**src/rtl/register_hazard_scoreboard.sv**
```systemverilog
// Register hazard scoreboard: tracks in-flight destinations and derives issue stall and operand forward selects.
// Optional operand forwarding is enabled by defining HAZARD_FORWARDING_EN.
module register_hazard_scoreboard #(
  parameter int unsigned ADDR_WIDTH  = 5,
  parameter int unsigned STAGES      = 3,
  parameter int unsigned COUNT_WIDTH = 16
) (
  input  logic                   clock,
  input  logic                   reset,
  input  logic                   issue_valid,
  input  logic [ADDR_WIDTH-1:0]  issue_src_a,
  input  logic [ADDR_WIDTH-1:0]  issue_src_b,
  input  logic [ADDR_WIDTH-1:0]  issue_dest,
  input  logic                   issue_writes,
  input  logic                   issue_is_load,
  input  logic                   flush,
  output logic                   stall,
  output logic [2:0]             forward_select_a,
  output logic [2:0]             forward_select_b,
  output logic [COUNT_WIDTH-1:0] stall_cycles
);

  localparam int unsigned SEL_WIDTH = 3;

  logic [STAGES-1:0]     ent_valid;
  logic [STAGES-1:0]     ent_load;
  logic [ADDR_WIDTH-1:0] ent_dest [STAGES];

  logic                  hit_a;
  logic                  hit_b;
  logic [SEL_WIDTH-1:0]  idx_a;
  logic [SEL_WIDTH-1:0]  idx_b;
  logic                  load_use;
  logic                  stall_raw;
  logic                  enter_valid;

  // Youngest-match search: scan oldest to youngest so the lowest stage wins.
  always_comb begin
    hit_a = 1'b0;
    hit_b = 1'b0;
    idx_a = '0;
    idx_b = '0;
    for (int k = STAGES - 1; k >= 0; k--) begin
      if (ent_valid[k] && (ent_dest[k] == issue_src_a) && (issue_src_a != '0)) begin
        hit_a = 1'b1;
        idx_a = SEL_WIDTH'(k);
      end
      if (ent_valid[k] && (ent_dest[k] == issue_src_b) && (issue_src_b != '0)) begin
        hit_b = 1'b1;
        idx_b = SEL_WIDTH'(k);
      end
    end
  end

  assign load_use = ent_load[0] &&
                    ((hit_a && (idx_a == '0)) || (hit_b && (idx_b == '0)));

`ifdef HAZARD_FORWARDING_EN
  assign stall_raw        = load_use;
  assign forward_select_a = (issue_valid && !stall && hit_a) ? idx_a + SEL_WIDTH'(1) : '0;
  assign forward_select_b = (issue_valid && !stall && hit_b) ? idx_b + SEL_WIDTH'(1) : '0;
`else
  // A load-use is always also a plain hit, so folding it in changes nothing.
  assign stall_raw        = hit_a | hit_b | load_use;
  assign forward_select_a = '0;
  assign forward_select_b = '0;
`endif

  assign stall       = issue_valid & stall_raw;
  assign enter_valid = issue_valid & ~stall & issue_writes & (issue_dest != '0);

  // Valid bits: cleared by reset or flush, otherwise shift with stage 0 taking the issue.
  always_ff @(posedge clock) begin
    if (reset || flush) begin
      ent_valid <= '0;
    end else begin
      for (int k = STAGES - 1; k >= 1; k--) begin
        ent_valid[k] <= ent_valid[k-1];
      end
      ent_valid[0] <= enter_valid;
    end
  end

  // Payload shifts unconditionally; it is only meaningful under its valid bit.
  always_ff @(posedge clock) begin
    for (int k = STAGES - 1; k >= 1; k--) begin
      ent_dest[k] <= ent_dest[k-1];
      ent_load[k] <= ent_load[k-1];
    end
    ent_dest[0] <= issue_dest;
    ent_load[0] <= issue_is_load;
  end

  // Saturating stall-cycle counter, untouched by flush.
  always_ff @(posedge clock) begin
    if (reset) begin
      stall_cycles <= '0;
    end else if (stall && (stall_cycles != '1)) begin
      stall_cycles <= stall_cycles + COUNT_WIDTH'(1);
    end
  end

endmodule

```
**config.mk**
```make
export PLATFORM = sky130hd
export DESIGN_NAME = register_hazard_scoreboard
export DESIGN_NICKNAME = d
export VERILOG_FILES = /design/src/rtl/register_hazard_scoreboard.sv
export SDC_FILE = /design/constraint.sdc
export NUM_CORES = 1
export LEC_CHECK = 0
export ABC_AREA = 1
export BUFFER_PORTS_ARGS = -buffer_cell sky130_fd_sc_hd__buf_2
export CORE_ASPECT_RATIO = 1.2
export CORE_MARGIN = 5
export CORE_UTILIZATION = 30
export CTS_BUF_LIST = sky130_fd_sc_hd__clkbuf_4
export DETAILED_ROUTE_END_ITERATION = 8
export PLACE_DENSITY = 0.51
export SLEW_MARGIN = 20
export SYNTH_ARGS = -nofsm -noshare
export SYNTH_HDL_FRONTEND = slang
export SYNTH_SLANG_ARGS = --single-unit
```
**constraint.sdc**
```tcl
create_clock -name clock -period 1.8 [get_ports clock]
set_input_delay 0.27 -clock clock [delete_from_list [all_inputs] [get_ports clock]]
set_output_delay 0.27 -clock clock [all_outputs]
set_load 0.03 [all_outputs]
```
# Yosys cells after proc, flatten, opt, wreduce, memory -nomap -nowiden
# Memory sizes are Yosys's and may differ from the RTL's.
# Cells that the tools add are included.
[totals]
ff_bits = 20
mem_bits_rw = 15
input_bits = 21
output_inout_bits = 23
word_cells = 54
n_memories = 1
[op_classes]
n_addsub = 1
eq_ne = 7
n_mux = 12
n_bitwise = 7
n_reduce_logical = 23
[mem_list]
columns = ["name", "depth", "word_bits", "read_ports", "rd_ports_with_merged_regs", "wr", "line_no", "text"]
rows = [
  ["ent_dest", 3, 5, 3, 0, 3, "27", "logic [ADDR_WIDTH-1:0] ent_dest [STAGES];"],
]
[ops]
columns = ["op", "n"]
rows = [
  ["$eq A5 B5 Y1", 6],
  ["$add A16 B1 Y16 const B", 1],
  ["$logic_and A1 B1 Y1", 16],
  ["$ne A16 B16 Y1 const B", 1],
  ["$reduce_bool A5 Y1", 3],
  ["$mux W3", 3],
  ["$logic_not A3 Y1", 2],
  ["$mux W1", 6],
  ["$mux W2", 3],
  ["$and A1 B1 Y1", 4],
  ["$logic_or A1 B1 Y1", 2],
  ["$or A1 B1 Y1", 2],
  ["$not A1 Y1", 1],
]

# Longest topological paths before layout
# Gate-level depths: netlist (run 1).
# An unclocked memory read counts as a cell.
[logic_depth]
depth_word = 17
mapped_depth = 13
ltp_nobuf = 13

# Worst setup path after synthesis (run 1)
# No wires, ideal clock.
[synth_timing]
path_kind = "register -> register"
from = "register stall_cycles[0]"
to = "register stall_cycles[6]"
setup_ns = 0.132
t_arrival_ns = 1.983
required_time_ns = 1.668
path_slack_ns = -0.315
path_stages_with_launch = 11
path_buffers = 1
period_less_slack_ns = 2.115
cell_sequence = "dfxtp_1 -> ha_1 -> nand2_1 -> nand3b_1 -> nor2_1 -> nand3_1 -> nor2_4 -> nand3_4 -> clkbuf_1 -> nand4_1 -> a21oi_2"
[synth_via]
elab_chain_cells = 2
elab_cells_between_ends = 3
classes_between = "add/sub (1); eq/ne (1); reduce/logical (1)"
[synth_rtl]
columns = ["item", "line_no", "text"]
rows = [
  ["from (decl)", "20", "output logic [COUNT_WIDTH-1:0] stall_cycles"],
  ["from (signal assigned)", "99", "stall_cycles <= stall_cycles + COUNT_WIDTH'(1);"],
  ["parallel branches: the longest is 2 deep, another holds $add A16 B1 Y16", "--", ""],
]
# Several ways; the timed one is not identified.
# A chain may end at the register's enable or synchronous reset.

==> impl_results.md, run 1 <==
- Outcome: finished, violations left
- Failing checks: setup timing
- Synth top area share: 34.7%
- Max incr delay on CP: 0.36 ns
- #FFs+latches synth: 34
- First-pass GRT wire length: 8960 µm
- Multi-input logic area: roughly 0.0012 mm²
- Cells after Synth: ~300
- Clock Path Buffers: 2
- Share of cells above drive strength 1: 30.4%
- Htree depth: 2
- Cts bufs inserted: 5
- Initial DRC count: 30
- Cell repeated most along the worst path: nand2_1
- Fillers: ~730
- Post-Route WL: 5210 µm
- Die area: between 0.008 and 0.009 mm²
- Crit. End Element: output port
- Total number of vias: between 1.5k and 2k
- Cell breakdown of the critical path: inv_1 -> nand2_1 -> nand2_1 -> nor2_1 -> nand3_1 -> nand2_1 -> nand2_2 -> nand3_4 -> and2_4 -> buf_6
- Post-detail-place hpwl: 4070 µm
- Final core occ: 38.9%
- Maximum VDD drop: about 0.00028 V
- Diode count: 0
- Clock Sinks: 34
- Drt first pass iters: 4
- Worst Path Required: roughly 1.5 ns
- GP Congestion: just over 0.8
- Final Hold Fails: 0
- Vias per cell: ~4.4
- Initial core utilization: a little over 30%
- Fin Clk Skew: around 0.015 ns
- Unique masters post-synth: 26
- # hold bufs at CTS: 0
- Slew Limit Fails: 0
- Tcrit/Tclk final: 102%
- Critical path data arrival time: between 1.5 and 2 ns
- DP Area: 0.00235 mm²
- Root Driver: clkbuf_4
- Post-Syn Area: around 0.0020 mm²
- I/O pin count: between 40 and 50
- Nets: 370
- Critical path class: register to output port
- Clk slew on worst S/H paths: about 0.12 ns
- CTS tree: built
- Pin count of the biggest net entering global routing: 18
- Final hold slack: about 0.034 ns
- Sequential area share after synthesis: a little over a third
- Total congestion overflow: 0
- Core Box Area: ~0.0064 mm²
- Initial antenna violation count: 0
- Residual DRC count: 0
- Max FO, Critical Path: 3
- Worst hold path class: primary input to register
- Final Power: 0.00137 W
- Leakage power: 1.16 nW
- Average size of a mapped cell: approximately 6.7 µm²
- Async SR Flop Fraction: 0%
- Std cell rows: 32
- F_max: 547 MHz
- Sequential Area: between 700 and 800 µm²
- Antenna Nets Post-Route: 0
- Commonest cells post-synth: nand2_1, nor2_1, dfxtp_1
- CP max stage cell: dfxtp_2
- Worst setup SP type: register
- Max Cap Viol: 0
- Routed len/inst: 12.0 µm
- Final setup violation count: 1
- Die Width: 83.8 µm
- Top cells by area, synth: dfxtp_1, nand2_1, nor2_1, xnor2_1, inv_1
- Synthesis-to-finish area growth: 27.1%
- Pwr dens: ~550 mW/mm²
- Synth warn: 0
- Final worst path period need: between 1.5 and 2 ns
- Number of global-route vias before repair: 2020
- Final WS setup: -0.0276 ns
- Die height: 98.5 µm
- Largest area contributor in the netlist: dfxtp_1
- Top FF cell, synth: dfxtp_1
- Clk_lat worst skew: approximately 0.34 ns
- Port bufs: 36
- Post-synth EDFFs: 0
- Post-Layout Inst Area: ~0.0025 mm²
- Most frequent cell after synthesis: nand2_1
- Total GRT Usage: between 10% and 20%
- RSZ-0062 raised after global routing: yes
repair_timing:
item | 4_1_cts | 5_1_grt
resized for setup | 20 | 9
setup endpoints to repair | 1 | 17
setup buffers | 1 | 1
pin swaps | 9 | 3
report_power, final:
part	switching [W]	internal (W)
clock	0.000273	0.000145
sequential	0.0000185	0.000771
combinational	0.000106	0.0000601
layer usage:
metal,vias up,global-route usage (%),wire length (µm)
li1,1026,-,-
met1,844,15.6,2350
met2,35,23.0,2580
met3,10,2.84,177
met4,0,5.45,110
met5,-,0,0
placed cells by master, fill, tap and decap left out, drive strengths merged:
cell type  netlist  layout
buf              8      55
nand3           16      16
xnor2           14      14
inv             35      35
clkinv           0       2
and2             1       1
clkbuf           4       5
dfxtp           34      34
a211oi           1       1
nand3b           2       2
a21oi           13      13
conb             1       6
xor2             9       9
nand4           17      17
clkinvlp         0       1
nand2           83      83
nor3             3       3
nor2            42      42
o21ai            9       9
ha               1       1
through the flow:
step | TNS (ns) | setup WS [ns] | std cells
CTS | -0.0554 | -0.0554 | 433
floorplan | -0.128 | -0.0242 | 298
global route | -0.633 | -0.149 | 434
detailed placement | 0 | 0.0729 | 424
finish | -0.0276 | -0.0276 | 434
global placement | 0 | 0.0730 | 424
worst paths after layout:
path,startpoint,endpoint,slack (ns),cells after the start
hold / removal,issue_dest[2],ent_dest[0][2],0.03,1
hold reg to reg,ent_dest[0][3],ent_dest[0][8],0.38,0
setup / recovery,ent_dest[0][13],stall,-0.03,10
setup reg to reg,stall_cycles[0],stall_cycles[1],0.07,11
worst max-delay path: cells and delay by family (launching register included):
| family | cells | cell delay (ns) |
|---|---|---|
| flops | 1 | 0.36 |
| buf+inv | 2 | 0.17 |
| simple gates | 8 | 0.71 |
registers in the layout, summed over array words and instances (netlist names):
| signal | flops |
|---|---|
| stall_cycles | 16 |
| ent_dest | 15 |
| ent_valid | 3 |
area by class of cell:
cell class                 count  share of cell area, %
multi-input combinational    217                   46.6
timing repair buffer          55                   13.4
sequential                    34                   28.4
tap                           85                   4.27
clock inverter                 3                  0.653
clock buffer                   5                   1.51
inverter                      35                   5.27
cells by family after synthesis:
group           after synthesis  share of synthesized area [%]
buf+inv                      47                           10.5
fa+ha+maj                     1                          0.638
compound gates               23                           6.39
xor+xnor                     23                           10.3
flops                        34                           34.7
simple gates                164                           37.2
other cells                   1                          0.191
(Power assumes the default switching activity.)
==> run 2: changes to the inputs <==
Settings changed: MAX_ROUTING_LAYER from default to met4.
==> impl_results.md, run 2 (synthesized netlist as in run 1, its figures left out) <==
- Leakage power: 1.16 nW (unchanged)
- I/O pin count: 44 (unchanged)
- Clock Path Buffers: 2 (unchanged)
- Maximum VDD drop: 0.000277 V (-0.15%)
- Pre-CTS WS: 0.0729 ns (unchanged)
- Residual DRC count: 0 (unchanged)
- Worst hold path class: primary input to register
- Diode count: 0 (unchanged)
- Worst setup SP type: register
- Post-Route WL: 5220 µm (about the same)
- Total GRT Usage: 13.6% (+0.39 points)
- Number of global-route vias before repair: 2027 (+0.35%)
- Crit. End Element: output port
- Max Cap Viol: 0 (unchanged)
- Clock Sinks: 34 (unchanged)
- Final Hold Fails: 0 (unchanged)
- Largest registers: stall_cycles: 16 flops, ent_dest: 15 flops, ent_valid: 3 flops
- Slew Limit Fails: 0 (unchanged)
- FF-to-FF setup slack: 0.07 ns (about the same)
- First-pass GRT wire length: 8970 µm (about the same)
- Total number of vias: 1913 (-0.10%)
- Largest register FFs: 16 (unchanged)
- Routed length on met1: 2350 µm (unchanged)
- Die height: 98.5 µm (unchanged)
- Reg2reg start: stall_cycles[0]
- Total congestion overflow: 0 (unchanged)
- Initial core utilization: 30.6% (unchanged)
- Commonest non-fill, non-tap cells in the layout: nand2_1, nor2_1, buf_2
- R2R Path End: stall_cycles[1]
- Routed len/inst: 12.0 µm (about the same)
- Port bufs: 36 (unchanged)
- CTS tree: built
- Biggest register: stall_cycles
- Clk_lat worst skew: 0.34 ns (about the same)
- Met3 WL: 177 µm (unchanged)
- Post-detail-place hpwl: 4070 µm (unchanged)
- Failing checks: setup timing
- Final setup violation count: 1 (unchanged)
- Nets: 370 (unchanged)
- Critical path class: register to output port
- Std cell rows: 32 (unchanged)
- Setup TNS: -0.0271 ns (+0.000480 ns)
- Outcome: finished, violations left
- Worst Path Required: 1.53 ns (about the same)
- Synthesis-to-finish area growth: 27.1% (unchanged)
- DP Area: 0.00235 mm² (unchanged)
- Pin count of the biggest net entering global routing: 18 (unchanged)
- Critical path data arrival time: 1.56 ns (about the same)
- Die area: 0.00825 mm² (unchanged)
- Pwr dens: 550 mW/mm² (-0.26%)
- WHS Path Cells: 1 (unchanged)
- Clk slew on worst S/H paths: 0.12 ns (about the same)
- F_max: 547 MHz (about the same)
- Fin Clk Skew: 0.0178 ns (+0.00302 ns)
- Cts bufs inserted: 5 (unchanged)
- Final worst path period need: 1.83 ns (-0.000480 ns)
- Post-Layout Inst Area: 0.00249 mm² (unchanged)
- Antenna Nets Post-Route: 0 (unchanged)
- Fillers: 727 (unchanged)
- R2R cell count: 11 (unchanged)
- Initial antenna violation count: 0 (unchanged)
- Critical hold path startpoint: issue_dest[2]
- RSZ-0062 raised after global routing: yes
- Hold Path End: ent_dest[0][2]
- Htree depth: 2 (unchanged)
- Met2 Wirelength: 2580 µm (+0.12%)
- Drt first pass iters: 4 (unchanged)
- Commonest non-fill, non-tap cell in the layout: nand2_1
- Max FO, Critical Path: 3 (unchanged)
- Core Box Area: 0.00641 mm² (unchanged)
- Tcrit/Tclk final: 102% (about the same)
- Root Driver: clkbuf_4
- # hold bufs at CTS: 0 (unchanged)
- Final WS setup: -0.0271 ns (+0.000480 ns)
- Initial DRC count: 35 (+17%)
- Highest Signal Layer: met4
- GP Congestion: 0.839 (+1.5%)
- Share of cells above drive strength 1: 30.4% (unchanged)
- Die Width: 83.8 µm (unchanged)
- Vias per cell: 4.41 (-0.10%)
-- run 2: cell counts in the layout (fill, tap and decap cells not counted) --
Identical to the previous run, type by type.
-- run 2: power breakdown --
part           internal [W]  switching, W  total, W
Combinational     0.0000601      0.000106  0.000167
Clock              0.000145      0.000270  0.000415
Sequential         0.000771     0.0000185  0.000790
-- run 2: worst max-delay path by stage --
stage,from,end,cells past startpoint
global route,ent_dest[0][4],stall,11
CTS,ent_dest[0][4],stall,9
detailed placement,stall_cycles[1],stall_cycles[1],11
floorplan,stall_cycles[0],stall_cycles[6],11
global placement,stall_cycles[1],stall_cycles[1],11
finish,ent_dest[0][13],stall,10
-- run 2: timing repair --
action                     4_1_cts  5_1_grt
setup buffers                    1        1
hold endpoints to repair         0        0
setup endpoints to repair        1       17
gates resized for setup         20        9
pin swaps                        9        3
-- run 2: area by class of cell --
| type | count | area [µm²] | area share (%) |
|---|---|---|---|
| flip-flops and latches | 34 | 707 | 28.4 |
| multi-input cells | 217 | 1160 | 46.6 |
| repair buffers | 55 | 333 | 13.4 |
| clock buffers | 5 | 37.5 | 1.51 |
| inverters | 35 | 131 | 5.27 |
| well taps | 85 | 106 | 4.27 |
| clock inverters | 3 | 16.3 | 0.653 |
-- run 2: per-stage QoR --
| step | std cells | hold WS [ns] | total power (W) | utilization, % |
|---|---|---|---|---|
| after CTS | 433 | 0.0168 | 0.00140 | 38.3 |
| after global placement | 424 | 0.379 | 0.000965 | 36.6 |
| after global routing | 434 | 0.00813 | 0.00146 | 38.9 |
| after floorplan | 298 | 0.298 | 0.000916 | - |
| after detailed placement | 424 | 0.382 | 0.000966 | 36.6 |
| final | 434 | 0.0341 | 0.00137 | 38.9 |
-- run 2: layer usage --
layer	vias up	global-route usage, %
met4	0	5.45
met5	-	-
met1	839	15.7
met2	37	23.0
met3	10	2.68
li1	1027	-
-- run 2: critical path: stages (launching register included) --
cell and delay [ns]:
dfxtp_2 0.36, inv_1 0.05, nand2_1 0.05, nand2_1 0.05
nor2_1 0.13, nand3_1 0.10, nand2_1 0.08, nand2_2 0.07
nand3_4 0.09, and2_4 0.14, buf_6 0.12
